`src/rtl/send_pkt_demux_pkg.sv`:
```
// Local constants and sizing helpers for the send packet demultiplexer.
package send_pkt_demux_pkg;

    localparam int unsigned NUM_DST = 2;

    function automatic int unsigned buf_ptr_w(input int unsigned depth);
        return (depth < 2) ? 1 : $clog2(depth);
    endfunction

    function automatic int unsigned buf_cnt_w(input int unsigned depth);
        return $clog2(depth + 1);
    endfunction

endpackage

```
`src/rtl/tcp_pkg.sv`:
```
// Shared TCP packet definitions used by the send-path blocks.
package tcp_pkg;

    typedef struct packed {
        logic [15:0] pkt_len;
        logic [31:0] seq_num;
        logic [7:0]  flags;
    } send_pkt_struct;

    localparam int SEND_PKT_STRUCT_W = $bits(send_pkt_struct);

endpackage

```
`src/rtl/send_pkt_demux_buf.sv`:
```
// Single-read/single-write circular FIFO with registered full/empty flags.
module send_pkt_demux_buf
    import tcp_pkg::*;
    import send_pkt_demux_pkg::*;
#(
    parameter int unsigned BUF_DEPTH = 2
) (
    input  logic           clk_i,
    input  logic           rst_ni,
    input  logic           push_val_i,
    input  send_pkt_struct push_data_i,
    output logic           push_rdy_o,
    output logic           pop_val_o,
    output send_pkt_struct pop_data_o,
    input  logic           pop_rdy_i
);

    localparam int unsigned PtrW = buf_ptr_w(BUF_DEPTH);
    localparam int unsigned CntW = buf_cnt_w(BUF_DEPTH);

    send_pkt_struct mem_q [BUF_DEPTH];

    logic [PtrW-1:0] wr_ptr_q, wr_ptr_d;
    logic [PtrW-1:0] rd_ptr_q, rd_ptr_d;
    logic [CntW-1:0] cnt_q, cnt_d;
    logic            full_q, full_d;
    logic            empty_q, empty_d;
    logic            push;
    logic            pop;

    // Flags are gated by reset so the block presents idle handshakes while held.
    assign push_rdy_o = rst_ni & ~full_q;
    assign pop_val_o  = rst_ni & ~empty_q;
    assign pop_data_o = mem_q[rd_ptr_q];

    assign push = push_val_i & push_rdy_o;
    assign pop  = pop_val_o & pop_rdy_i;

    always_comb begin
        wr_ptr_d = wr_ptr_q;
        rd_ptr_d = rd_ptr_q;
        cnt_d    = cnt_q;
        if (push) begin
            wr_ptr_d = wr_ptr_q + PtrW'(1);
        end
        if (pop) begin
            rd_ptr_d = rd_ptr_q + PtrW'(1);
        end
        unique case ({push, pop})
            2'b10:   cnt_d = cnt_q + CntW'(1);
            2'b01:   cnt_d = cnt_q - CntW'(1);
            default: cnt_d = cnt_q;
        endcase
        full_d  = (cnt_d == CntW'(BUF_DEPTH));
        empty_d = (cnt_d == '0);
    end

    always_ff @(posedge clk_i) begin
        if (!rst_ni) begin
            wr_ptr_q <= '0;
            rd_ptr_q <= '0;
            cnt_q    <= '0;
            full_q   <= 1'b0;
            empty_q  <= 1'b1;
        end else begin
            wr_ptr_q <= wr_ptr_d;
            rd_ptr_q <= rd_ptr_d;
            cnt_q    <= cnt_d;
            full_q   <= full_d;
            empty_q  <= empty_d;
        end
    end

    // Storage is not reset; only the pointers decide what is valid.
    always_ff @(posedge clk_i) begin
        if (push) begin
            mem_q[wr_ptr_q] <= push_data_i;
        end
    end

endmodule

```
`src/rtl/send_pkt_demux.sv`:
```
// Steers send packets into one of two output FIFOs and muxes back the input ready.
module send_pkt_demux
    import tcp_pkg::*;
    import send_pkt_demux_pkg::*;
#(
    parameter int unsigned BUF_DEPTH = 2
) (
    input  logic           clk,
    input  logic           rst,
    input  logic           src_demux_val,
    input  send_pkt_struct src_demux_data,
    input  logic           src_demux_sel,
    output logic           demux_src_rdy,
    output logic           demux_dst0_val,
    output send_pkt_struct demux_dst0_data,
    input  logic           dst0_demux_rdy,
    output logic           demux_dst1_val,
    output send_pkt_struct demux_dst1_data,
    input  logic           dst1_demux_rdy
);

    logic [NUM_DST-1:0] push_val;
    logic [NUM_DST-1:0] push_rdy;

    assign push_val[0]   = src_demux_val & ~src_demux_sel;
    assign push_val[1]   = src_demux_val & src_demux_sel;
    // Ready comes only from the registered full flag of the selected buffer.
    assign demux_src_rdy = src_demux_sel ? push_rdy[1] : push_rdy[0];

    send_pkt_demux_buf #(
        .BUF_DEPTH (BUF_DEPTH)
    ) u_buf0 (
        .clk_i       (clk),
        .rst_ni      (rst),
        .push_val_i  (push_val[0]),
        .push_data_i (src_demux_data),
        .push_rdy_o  (push_rdy[0]),
        .pop_val_o   (demux_dst0_val),
        .pop_data_o  (demux_dst0_data),
        .pop_rdy_i   (dst0_demux_rdy)
    );

    send_pkt_demux_buf #(
        .BUF_DEPTH (BUF_DEPTH)
    ) u_buf1 (
        .clk_i       (clk),
        .rst_ni      (rst),
        .push_val_i  (push_val[1]),
        .push_data_i (src_demux_data),
        .push_rdy_o  (push_rdy[1]),
        .pop_val_o   (demux_dst1_val),
        .pop_data_o  (demux_dst1_data),
        .pop_rdy_i   (dst1_demux_rdy)
    );

endmodule
```
`config.mk`:
```
export PLATFORM = sky130hd
export DESIGN_NAME = send_pkt_demux
export DESIGN_NICKNAME = d
export VERILOG_FILES = /design/src/rtl/send_pkt_demux_pkg.sv /design/src/rtl/tcp_pkg.sv /design/src/rtl/send_pkt_demux_buf.sv /design/src/rtl/send_pkt_demux.sv
export SDC_FILE = /design/constraint.sdc
export NUM_CORES = 1
export LEC_CHECK = 0
export ABC_AREA = 1
export CORE_MARGIN = 2
export CORE_UTILIZATION = 35
export DETAILED_ROUTE_END_ITERATION = 7
export HOLD_SLACK_MARGIN = 0.03
export PLACE_DENSITY = 0.59
export SLEW_MARGIN = 20
export SYNTH_ARGS = -nofsm -noshare
export SYNTH_HDL_FRONTEND = slang
export SYNTH_SLANG_ARGS = --single-unit
```
`constraint.sdc`:
```
create_clock -name clk -period 5.2 [get_ports clk]
set_clock_uncertainty 0.2 [all_clocks]
set_input_delay 1.04 -clock clk [delete_from_list [all_inputs] [get_ports clk]]
set_output_delay 1.04 -clock clk [all_outputs]
set_load 0.02 [all_outputs]
```
==> results.toml <==
[synth]
synth_edf_count = 224
syn_area_um2 = 8741
synth_cell_types = 19
post-synth-top-count-cell = "edfxtp_1"
yosysWarnings = 0
synth_seq_cells = 238
ys.flop_type = "edfxtp_1"
synth_top_area_share_pct = 76.95
synth_area_leaders = "edfxtp_1 77%, mux2_2 14%, dfxtp_1 3.2%"
async_reset_ff_share_pct = 0
synthCells = 431
seq_area_frac_synth_pct = 80.16
synth_top_area_cell = "edfxtp_1"
avgSynthCellArea_um2 = 20.28
syn_nets = 495
yosys-top-cells-count = "224 x edfxtp_1, 112 x mux2_2, 22 x inv_1"

[floorplanning]
dieArea_um2 = 26250
die_w_um = 162.0
num_io_pins = 177
die_h_um = 162.0
rows = 57
start_util_pct = 35.84
coreArea_um2 = 24390

[placed_design]
place_ws_ps = 1242
placed_cell_area_um2 = 10920
port_buffers = 176
gp_congestion = 0.7645
hpwl_um = 11270

[sta]
holdWs_ps = 316.5
maxSlewViolCount = 0
fin_setup_tns_ps = 0
final_hold_viol_count = 0
tightest_slew_ps = 792.3
worst_slack_ps = 1215
relSlewSlack_pct = 47.05
layout_min_cycle_time_ps = 3985
timing.fmax_mhz = 250.9
period_share_pct = 76.63
setup_violations = 0
rsz0062_at_grt = "no"

[setup_path]
cpMaxStageDelayCell = "clkdlybuf4s50_1"
cp.arrival_ps = 2740
r2r_slack_ps = 2900
required_ps = 3960
cp-start-kind = "primary input"
r2r_cells = 4
crit_type = "primary input to output pin"
critPathMaxFanout = 10
rr_endpoint = "u_buf1.mem_q[1][46]"
path_buf_inv = 3
critical-path-max-stage-delay_ps = 720
cpMostUsedCell = "clkdlybuf4s50_1"
cp.depth = 4
timing.rr.start = "u_buf1.full_q"
critical_path.top_delay_family = "buffers and inverters"
endpoint_kind = "output pin"
critical_path.cell_chain = "clkdlybuf4s50_1 -> inv_4 -> o31ai_1 -> clkdlybuf4s50_1"

[power_and_ir_drop]
power.density_nw_per_um2 = 357.8
p_leak_nw = 3.892
worst_ir_drop_vdd_mv = 0.1895

[route]
drc = 0
num_vias = 4429
wire_per_inst_um = 18.12
wl_um = 17570
drt_iter0_markers = 235
viasPerCell = 4.566
drtPass1Iterations = 4
ant_nets = 0

[cts]
post_cts_resized = 0
clkSinkCount = 238
cts_root_buf = "clkbuf_16"
clk_pin_slew_ps = 60
clock_latency_ps = 500
cts_made_buffers = 25
cts_tree = "built"
cts_setup_buffers = 0
htreeDepth = 1
max-clock-path-buffers = 3
holdBufCountCts = 0

[global_routing]
track_usage_pct = 13.28
antenna_found_initial = 1
grt_pass1_vias = 4817
grt_max_degree = 47
overflow = 0
grt_pass1_wl_um = 26920

[layout]
area_growth_pct = 33.64
drive_gt1_share_pct = 26.01
final_area_um2 = 11680
fin_nets = 693
diodes = 0
finalCoreUtilization_pct = 47.89

[hold_path]
min_to = "u_buf1.rd_ptr_q"
hp-class = "register to register"
worstHoldPathCells = 2
hp-start = "u_buf1.rd_ptr_q"

[run_status]
status = "finished clean"

[job]
maxCapViolations = 0
power by group:
| group | internal [mW] | switching [mW] | leakage, nW |
|---|---|---|---|
| logic | 0.178 | 0.173 | 1.36 |
| clock network | 0.980 | 0.685 | 0.380 |
| registers | 2.14 | 0.0201 | 2.15 |
worst register-to-register path, delay by kind of cell (launching register included):
family	cells	cell delay (ps)
DFF	1	300
and+or+nand+nor	2	1070
buffers and inverters	2	400
cell type report:
type,count,area [um2]
Inverter,23,88.84
Timing Repair Buffer,184,1872
Clock buffer,31,648.1
Multi-Input combinational cell,157,1541
Fill cell,2049,12710
Sequential cell,238,7009
Clock inverter,13,116.4
Tap cell,324,405.4
layout by cell type, fill, tap and decap left out:
master	instances
edfxtp_1	224
clkdlybuf4s50_1	176
mux2_2	112
clkbuf_16	25
inv_1	22
dfxtp_1	12
nand2_1	10
clkinv_2	9
nor2_1	8
nor2_4	6
clkbuf_1	6
nand3_1	5
nand4_1	4
buf_12	4
buf_4	4
nand2_2	2
xor2_1	2
xnor2_1	2
o21ai_0	2
ha_1	2
dfxtp_2	2
bufinv_16	2
inv_4	1
o31ai_1	1
a21oi_1	1
clkinvlp_4	1
clkinv_1	1
stage by stage:
step	total power [mW]	cells
floorplan	2.371	431
global placement	2.551	926
detailed placement	2.559	926
CTS	4.244	970
global route	4.337	970
finish	4.179	970
state kept, by name, summed over array words and instances, names as in the netlist, named ones only:
signal           flops
u_buf0.mem_q       112
u_buf1.mem_q       112
u_buf0.cnt_q         2
u_buf1.cnt_q         2
u_buf0.empty_q       1
u_buf0.full_q        1
u_buf0.rd_ptr_q      1
u_buf0.wr_ptr_q      1
u_buf1.empty_q       1
u_buf1.full_q        1
u_buf1.rd_ptr_q      1
u_buf1.wr_ptr_q      1
kinds of logic (layout without fill, tap and decap cells):
| logic type | after synthesis | in the layout | synth area share, % |
|---|---|---|---|
| buf+inv | 36 | 251 | 2.548 |
| mux | 112 | 112 | 14.43 |
| compound gates | 4 | 4 | 0.2576 |
| fa+ha+maj | 2 | 2 | 0.2862 |
| xor+xnor | 4 | 4 | 0.4009 |
| simple gates | 35 | 35 | 1.918 |
| flops | 238 | 238 | 80.16 |
worst max-delay path by stage:
stage	from	end	slack (ps)
finish	rst	demux_src_rdy	1220
CTS	register	demux_dst1_data[15]	1130
detailed placement	rst	demux_src_rdy	1240
global placement	rst	demux_src_rdy	1220
floorplan	rst	u_buf0.mem_q[0][0]	820
global route	register	demux_dst1_data[55]	1010
routing by layer:
| layer | vias to the layer above | wire (um) | GRT usage, % | part of all wire [%] |
|---|---|---|---|---|
| met5 | - | 13 | 0 | 0.074 |
| met4 | 2 | 298 | 3.057 | 1.7 |
| met3 | 28 | 1149 | 3.498 | 6.5 |
| met2 | 142 | 8834 | 23.50 | 50 |
| met1 | 2217 | 7277 | 16.31 | 41 |
| li1 | 2040 | - | - | - |
No activity file was read; power rests on OpenSTA's default activity.
